File: config.mk
export PLATFORM = sky130hd
export DESIGN_NAME = sr_latch_sequencer
export DESIGN_NICKNAME = d
export VERILOG_FILES = /design/src/rtl/sr_seq_pkg.sv /design/src/rtl/sr_seq_timer.sv /design/src/rtl/sr_latch_sequencer.sv
export SDC_FILE = /design/constraint.sdc
export NUM_CORES = 1
export LEC_CHECK = 0
export CAP_MARGIN = 20
export CORE_AREA = 5 5 43 60
export CTS_CLUSTER_SIZE = 25
export DETAILED_ROUTE_END_ITERATION = 12
export DIE_AREA = 0 0 48 65
export GPL_TIMING_DRIVEN = 1
export HOLD_SLACK_MARGIN = 0.15
export PLACE_DENSITY_LB_ADDON = 0.1
export SYNTH_ARGS = -nofsm -noshare
export SYNTH_HDL_FRONTEND = slang
export SYNTH_SLANG_ARGS = --single-unit
File: constraint.sdc
create_clock -name clk -period 4.6 [get_ports clk]
set_clock_uncertainty 0.05 [all_clocks]
set_input_delay 0.69 -clock clk [delete_from_list [all_inputs] [get_ports clk]]
set_output_delay 0.69 -clock clk [all_outputs]
set_load 0.005 [all_outputs]
File: src/rtl/sr_seq_pkg.sv
// Shared types and constants for the SR latch sequencer: FSM states, error codes,
// and a helper to size the shared phase counter.
package sr_seq_pkg;

    typedef enum logic [1:0] {
        IDLE,
        PULSE,
        CHECK,
        GAP
    } state_t;

    localparam logic [1:0] ERR_NONE  = 2'b00;
    localparam logic [1:0] ERR_IDX   = 2'b01;
    localparam logic [1:0] ERR_WRONG = 2'b10;
    localparam logic [1:0] ERR_RAIL  = 2'b11;

    function automatic int max3(input int a, input int b, input int c);
        int m;
        m = a;
        if (b > m) m = b;
        if (c > m) m = c;
        return m;
    endfunction

endpackage

File: src/rtl/sr_seq_timer.sv
// Loadable down-counter shared by the PULSE, CHECK and GAP phases; expired is high
// while the count sits at 1, and the count holds there rather than wrapping.
module sr_seq_timer #(
    parameter int CW = 4
) (
    input  logic          clk,
    input  logic          reset,
    input  logic          load,
    input  logic [CW-1:0] load_val,
    output logic          expired
);

    logic [CW-1:0] cnt;

    always_ff @(posedge clk) begin
        if (reset) begin
            cnt <= '0;
        end else if (load) begin
            cnt <= load_val;
        end else if (cnt > CW'(1)) begin
            cnt <= cnt - CW'(1);
        end
    end

    assign expired = (cnt == CW'(1));

endmodule

File: src/rtl/sr_latch_sequencer.sv
// Sequences one set/clear pulse onto a NOR SR latch bank, verifies the dual-rail readback, then idles a gap;
// accept-to-ready is 1+PULSE_CYC+k+GAP_CYC cycles, req_ready only in IDLE. Option: SR_SEQ_SKIP_REDUNDANT_EN.
module sr_latch_sequencer
    import sr_seq_pkg::*;
#(
    parameter int N_LATCH    = 4,
    parameter int PULSE_CYC  = 4,
    parameter int SETTLE_MAX = 8,
    parameter int GAP_CYC    = 2,
    parameter int IW         = (N_LATCH > 1) ? $clog2(N_LATCH) : 1
) (
    input  logic               clk,
    input  logic               reset,
    input  logic               req_valid,
    output logic               req_ready,
    input  logic [IW-1:0]      req_idx,
    input  logic               req_val,
    output logic [N_LATCH-1:0] s_out,
    output logic [N_LATCH-1:0] r_out,
    input  logic [N_LATCH-1:0] q_in,
    input  logic [N_LATCH-1:0] qn_in,
    output logic               busy,
    output logic               done,
    output logic               err,
    output logic [1:0]         err_code
);

    localparam int CW = $clog2(max3(PULSE_CYC, SETTLE_MAX, GAP_CYC) + 1);
    localparam logic [CW-1:0] PULSE_LD  = CW'(PULSE_CYC);
    localparam logic [CW-1:0] SETTLE_LD = CW'(SETTLE_MAX);
    localparam logic [CW-1:0] GAP_LD    = CW'(GAP_CYC);

    state_t        state_q, state_d;
    logic [IW-1:0] idx_q, idx_d;
    logic          val_q, val_d;
    logic          done_d, err_d;
    logic [1:0]    code_d;
    logic          tmr_load, tmr_exp;
    logic [CW-1:0] tmr_val;
    logic          op_end;
    logic          q_sel, qn_sel;
    logic          idx_ok;
    logic          skip;

    sr_seq_timer #(.CW(CW)) u_timer (
        .clk      (clk),
        .reset    (reset),
        .load     (tmr_load),
        .load_val (tmr_val),
        .expired  (tmr_exp)
    );

    assign idx_ok    = (int'(req_idx) < N_LATCH);
    assign req_ready = (state_q == IDLE);
    assign busy      = (state_q != IDLE);

    always_comb begin
        q_sel  = 1'b0;
        qn_sel = 1'b0;
        for (int i = 0; i < N_LATCH; i++) begin
            if (int'(idx_q) == i) begin
                q_sel  = q_in[i];
                qn_sel = qn_in[i];
            end
        end
    end

`ifdef SR_SEQ_SKIP_REDUNDANT_EN
    logic q_req, qn_req;

    always_comb begin
        q_req  = 1'b0;
        qn_req = 1'b0;
        for (int i = 0; i < N_LATCH; i++) begin
            if (int'(req_idx) == i) begin
                q_req  = q_in[i];
                qn_req = qn_in[i];
            end
        end
    end

    assign skip = (q_req == req_val) && (qn_req == ~req_val);
`else
    assign skip = 1'b0;
`endif

    // Only the selected latch is ever driven, and only one of its rails.
    always_comb begin
        s_out = '0;
        r_out = '0;
        if (state_q == PULSE) begin
            for (int i = 0; i < N_LATCH; i++) begin
                if (int'(idx_q) == i) begin
                    s_out[i] = val_q;
                    r_out[i] = ~val_q;
                end
            end
        end
    end

    always_comb begin
        state_d  = state_q;
        idx_d    = idx_q;
        val_d    = val_q;
        done_d   = 1'b0;
        err_d    = 1'b0;
        code_d   = ERR_NONE;
        tmr_load = 1'b0;
        tmr_val  = '0;
        op_end   = 1'b0;

        case (state_q)
            IDLE: begin
                if (req_valid) begin
                    if (!idx_ok) begin
                        err_d  = 1'b1;
                        code_d = ERR_IDX;
                    end else begin
                        idx_d = req_idx;
                        val_d = req_val;
                        if (skip) begin
                            done_d = 1'b1;
                            op_end = 1'b1;
                        end else begin
                            state_d  = PULSE;
                            tmr_load = 1'b1;
                            tmr_val  = PULSE_LD;
                        end
                    end
                end
            end
            PULSE: begin
                if (tmr_exp) begin
                    state_d  = CHECK;
                    tmr_load = 1'b1;
                    tmr_val  = SETTLE_LD;
                end
            end
            CHECK: begin
                if ((q_sel == val_q) && (qn_sel == ~val_q)) begin
                    done_d = 1'b1;
                    op_end = 1'b1;
                end else if (tmr_exp) begin
                    err_d  = 1'b1;
                    op_end = 1'b1;
                    // An unknown rail comparison falls through to the illegal-rails code.
                    if (q_sel != qn_sel) begin
                        code_d = ERR_WRONG;
                    end else begin
                        code_d = ERR_RAIL;
                    end
                end
            end
            GAP: begin
                if (tmr_exp) begin
                    state_d = IDLE;
                end
            end
            default: state_d = IDLE;
        endcase

        if (op_end) begin
            if (GAP_CYC > 0) begin
                state_d  = GAP;
                tmr_load = 1'b1;
                tmr_val  = GAP_LD;
            end else begin
                state_d = IDLE;
            end
        end
    end

    always_ff @(posedge clk) begin
        if (reset) begin
            state_q  <= IDLE;
            idx_q    <= '0;
            val_q    <= 1'b0;
            done     <= 1'b0;
            err      <= 1'b0;
            err_code <= ERR_NONE;
        end else begin
            state_q  <= state_d;
            idx_q    <= idx_d;
            val_q    <= val_d;
            done     <= done_d;
            err      <= err_d;
            err_code <= code_d;
        end
    end

endmodule

==> impl_metrics.ini <==
[job]
max-cap-violations = 0

[placed_design]
placement.cell_area_mm2 = 0.00121
routabilityCongestion = 0.880
buffer_ports.inserted = 27
dp_hpwl_um = 1820

[final_layout]
register_area_um2 = 260
final_core_utilization_pct = 60.2
final_common_cell = sky130_fd_sc_hd__clkdlybuf4s50_1
nets = 157
antenna_cells = 0
fillers = 209
syn_to_final_growth_pct = 32.8
mostFrequentLayoutCells = 27 x sky130_fd_sc_hd__clkdlybuf4s50_1, 15 x sky130_fd_sc_hd__nor2_1, 13 x sky130_fd_sc_hd__dfxtp_1
multiInputGateArea_um2 = 613
design_area_mm2 = 0.00123
drive_above_1_share_pct = 11.4

[detailed_routing]
route.detailed.wl_per_inst_um = 13.7
wl_met2_um = 1160
met3WireLength_um = 93
via_count = 919
avgViaCountPerCell = 5.67
drc = 0
route.antenna.remaining_nets = 0
drt_pre_antenna_iters = 4
drt_wl_total_um = 2210
drt-initial-drc-count = 9
dr.max_layer_used = met4
m1WireLength_um = 944

[clock_tree]
cts.clk_slew.worst_paths_ns = 0.07
clock_tree_from_tritoncts = yes
htreeDepth = 1
ctsHoldBuffers = 0
clock_path_buffers = 2
worstSkewPairLatency_ns = 0.27
cts-buffers-inserted = 3
cts.sinks = 13
cts.repair.resized = 0
root_driver = sky130_fd_sc_hd__clkbuf_4
postCtsSetupRepairBufs = 0

[sta]
layout_min_cycle_time_ns = 2.69
achievable-frequency_mhz = 372
hold_viol_final = 0
final-setup-viol-count = 0
totalNegativeSetupSlack_ns = 0
timing_worst_slew_pin_value_ns = 0.457
max_slew_margin_pct = 69.3
finalMaxSlewViolations = 0
fin_crit_sh_pct = 58.5
setup_repair_after_global_routing_missed_its_margin = false

[floorplan]
initial_core_util_pct = 45.3
chipWidth_um = 48
fp.dieArea_mm2 = 0.00312
design.portCount = 28
die_h_um = 65
row_count = 20
design.core.area_mm2 = 0.00205

[synthesis]
syn-instance-count = 112
syn_std_cell_area_um2 = 930
yosys_register_bits = 13
synth_area_per_cell_um2 = 8.30
mappedNetlistNets = 128
sequential_fraction_of_the_synthesis_area_pct = 28.0
synth_cell_types = 45
ys.warnings.count = 0

[global_routing]
grt_max_degree = 13
grt_pass1_wl_um = 3910
track_usage_pct = 17.0
number_of_global_route_vias_before_repair = 973
grt-ovfl-total = 0
antenna_found_initial = 0

[outcome]
outcome = finished, final reports clean

[pwr]
power_per_cell_area_mw_per_mm2 = 383
leakage_nw = 0.446
ir_worst_vdd_mv = 0.212

[critical_path]
worst_r2r_startpoint = idx_q[1]$_SDFFE_PP0P_
crit_path_max_fo = 8
critical-path-max-stage-delay_ns = 0.53
timing.critical_path.arrival_ns = 1.95
crit_buf_inv = 2
crit_path_top_delay_cell = sky130_fd_sc_hd__clkdlybuf4s50_1
worst_setup_path_startpoint = state_q[0]$_SDFFE_PP0P_
critPathCaptureType = output port
critPathTopFamily = buffers and inverters
crit_required_ns = 3.86
critical_path_class = flop to output port
worst_setup_path_start_kind = flop
crit_chain = inv_1, or3_1, nor3_1, clkdlybuf4s50_1

[min_path]
worst_hold_launch = val_q$_SDFFE_PP0P_
hp-class = flop to flop
==> cell families after synthesis <==
group	after synthesis	share of synthesized area [%]
AND/OR/NAND/NOR	52	32.6
XOR/XNOR	5	4.71
adder cells (fa/ha/maj)	2	2.69
AO/OA/AOI/OAI	26	23.1
buffers and inverters	13	6.06
multiplexers	1	2.83
flip-flops	13	28.0
==> per-layer routing <==
layer	global-route usage [%]	vias to the layer above
met3	3.89	2
met4	5.72	0
met1	20.3	424
met5	0	-
li1	-	466
met2	28.3	27
==> final timing paths <==
path,depth (start not counted),end,slack [ns]
max reg2reg,4,u_timer.cnt[1]$_SDFFE_PP0P_,2.81
min reg2reg,2,val_q$_SDFFE_PP0P_,0.52
max,4,r_out[0],1.91
min,2,val_q$_SDFFE_PP0P_,0.52
==> flip-flops by register name, summed over array words and instances, names as in the netlist <==
| signal | count |
|---|---|
| done | 1 |
| err | 1 |
| err_code | 2 |
| idx_q | 2 |
| state_q | 2 |
| u_timer.cnt | 4 |
| val_q | 1 |
==> worst register-to-register path, stage by stage, from the launching register on <==
cell                       delay, ns
sky130_fd_sc_hd__dfxtp_1        0.45
sky130_fd_sc_hd__nor3b_1        0.33
sky130_fd_sc_hd__a311oi_2       0.10
sky130_fd_sc_hd__or4_4          0.59
sky130_fd_sc_hd__a211oi_2       0.19
==> final cells by class <==
| cell class | count | share of cell area [%] |
|---|---|---|
| Clock buffer | 4 | 2.13 |
| Inverter | 10 | 3.04 |
| Multi-Input combinational cell | 86 | 49.6 |
| Sequential cell | 13 | 21.1 |
| Tap cell | 22 | 2.23 |
| Timing Repair Buffer | 27 | 21.9 |
==> synthesized netlist by cell type <==
library cell	number	area, µm²
sky130_fd_sc_hd__xnor2_1	1	8.76
sky130_fd_sc_hd__a2111oi_2	1	15.0
sky130_fd_sc_hd__nand2_1	8	30.0
sky130_fd_sc_hd__nor4_1	1	6.26
sky130_fd_sc_hd__a311oi_2	3	45.0
sky130_fd_sc_hd__or3b_2	1	8.76
sky130_fd_sc_hd__or4_1	1	7.51
sky130_fd_sc_hd__nand3_1	4	20.0
sky130_fd_sc_hd__nor3b_2	1	12.5
sky130_fd_sc_hd__o21a_1	1	7.51
sky130_fd_sc_hd__o311ai_1	1	8.76
sky130_fd_sc_hd__a21oi_1	7	35.0
sky130_fd_sc_hd__or4_4	1	11.3
sky130_fd_sc_hd__a211oi_2	1	12.5
sky130_fd_sc_hd__inv_1	10	37.5
sky130_fd_sc_hd__ha_1	2	25.0
sky130_fd_sc_hd__and3b_1	1	8.76
sky130_fd_sc_hd__nand3b_1	1	7.51
sky130_fd_sc_hd__nand2b_1	2	12.5
sky130_fd_sc_hd__o211ai_1	2	15.0
sky130_fd_sc_hd__o21ai_1	1	5.00
sky130_fd_sc_hd__o21ai_0	1	5.00
sky130_fd_sc_hd__a211oi_1	1	7.51
sky130_fd_sc_hd__nor2_1	15	56.3
sky130_fd_sc_hd__xor2_1	4	35.0
sky130_fd_sc_hd__mux4_1	1	26.3
sky130_fd_sc_hd__o41ai_1	1	8.76
sky130_fd_sc_hd__nor3b_1	4	30.0
sky130_fd_sc_hd__or2_0	1	6.26
sky130_fd_sc_hd__clkbuf_1	2	7.51
sky130_fd_sc_hd__o21ba_2	1	10.0
sky130_fd_sc_hd__and2_1	1	6.26
sky130_fd_sc_hd__dfxtp_1	13	260
sky130_fd_sc_hd__nand4bb_1	1	11.3
sky130_fd_sc_hd__o31ai_1	1	7.51
sky130_fd_sc_hd__a31o_2	1	8.76
sky130_fd_sc_hd__nor2b_1	1	6.26
sky130_fd_sc_hd__a31oi_1	1	6.26
sky130_fd_sc_hd__or2_1	1	6.26
sky130_fd_sc_hd__or3_1	1	6.26
sky130_fd_sc_hd__o221ai_1	2	17.5
sky130_fd_sc_hd__nor4_2	2	25.0
sky130_fd_sc_hd__nor3_1	3	15.0
sky130_fd_sc_hd__buf_6	1	11.3
sky130_fd_sc_hd__nand2b_2	1	8.76
==> power breakdown <==
group          internal, W  leakage [nW]  switching [W]   total, W
logic             0.000115         0.325       0.000120   0.000235
registers         0.000133         0.106      0.0000361   0.000169
clock network    0.0000336        0.0150      0.0000345  0.0000681
==> stage by stage <==
step           setup slack, ns  power [W]  hold slack, ns  instances
2_1_floorplan             2.78   0.000339           0.458        112
3_3_place_gp              2.15   0.000400           0.513        158
3_5_place_dp              2.11   0.000405           0.513        158
4_1_cts                   1.91   0.000477           0.524        162
5_1_grt                   1.79   0.000513           0.570        162
6_report                  1.91   0.000472           0.523        162
(Power assumes the default switching activity.)
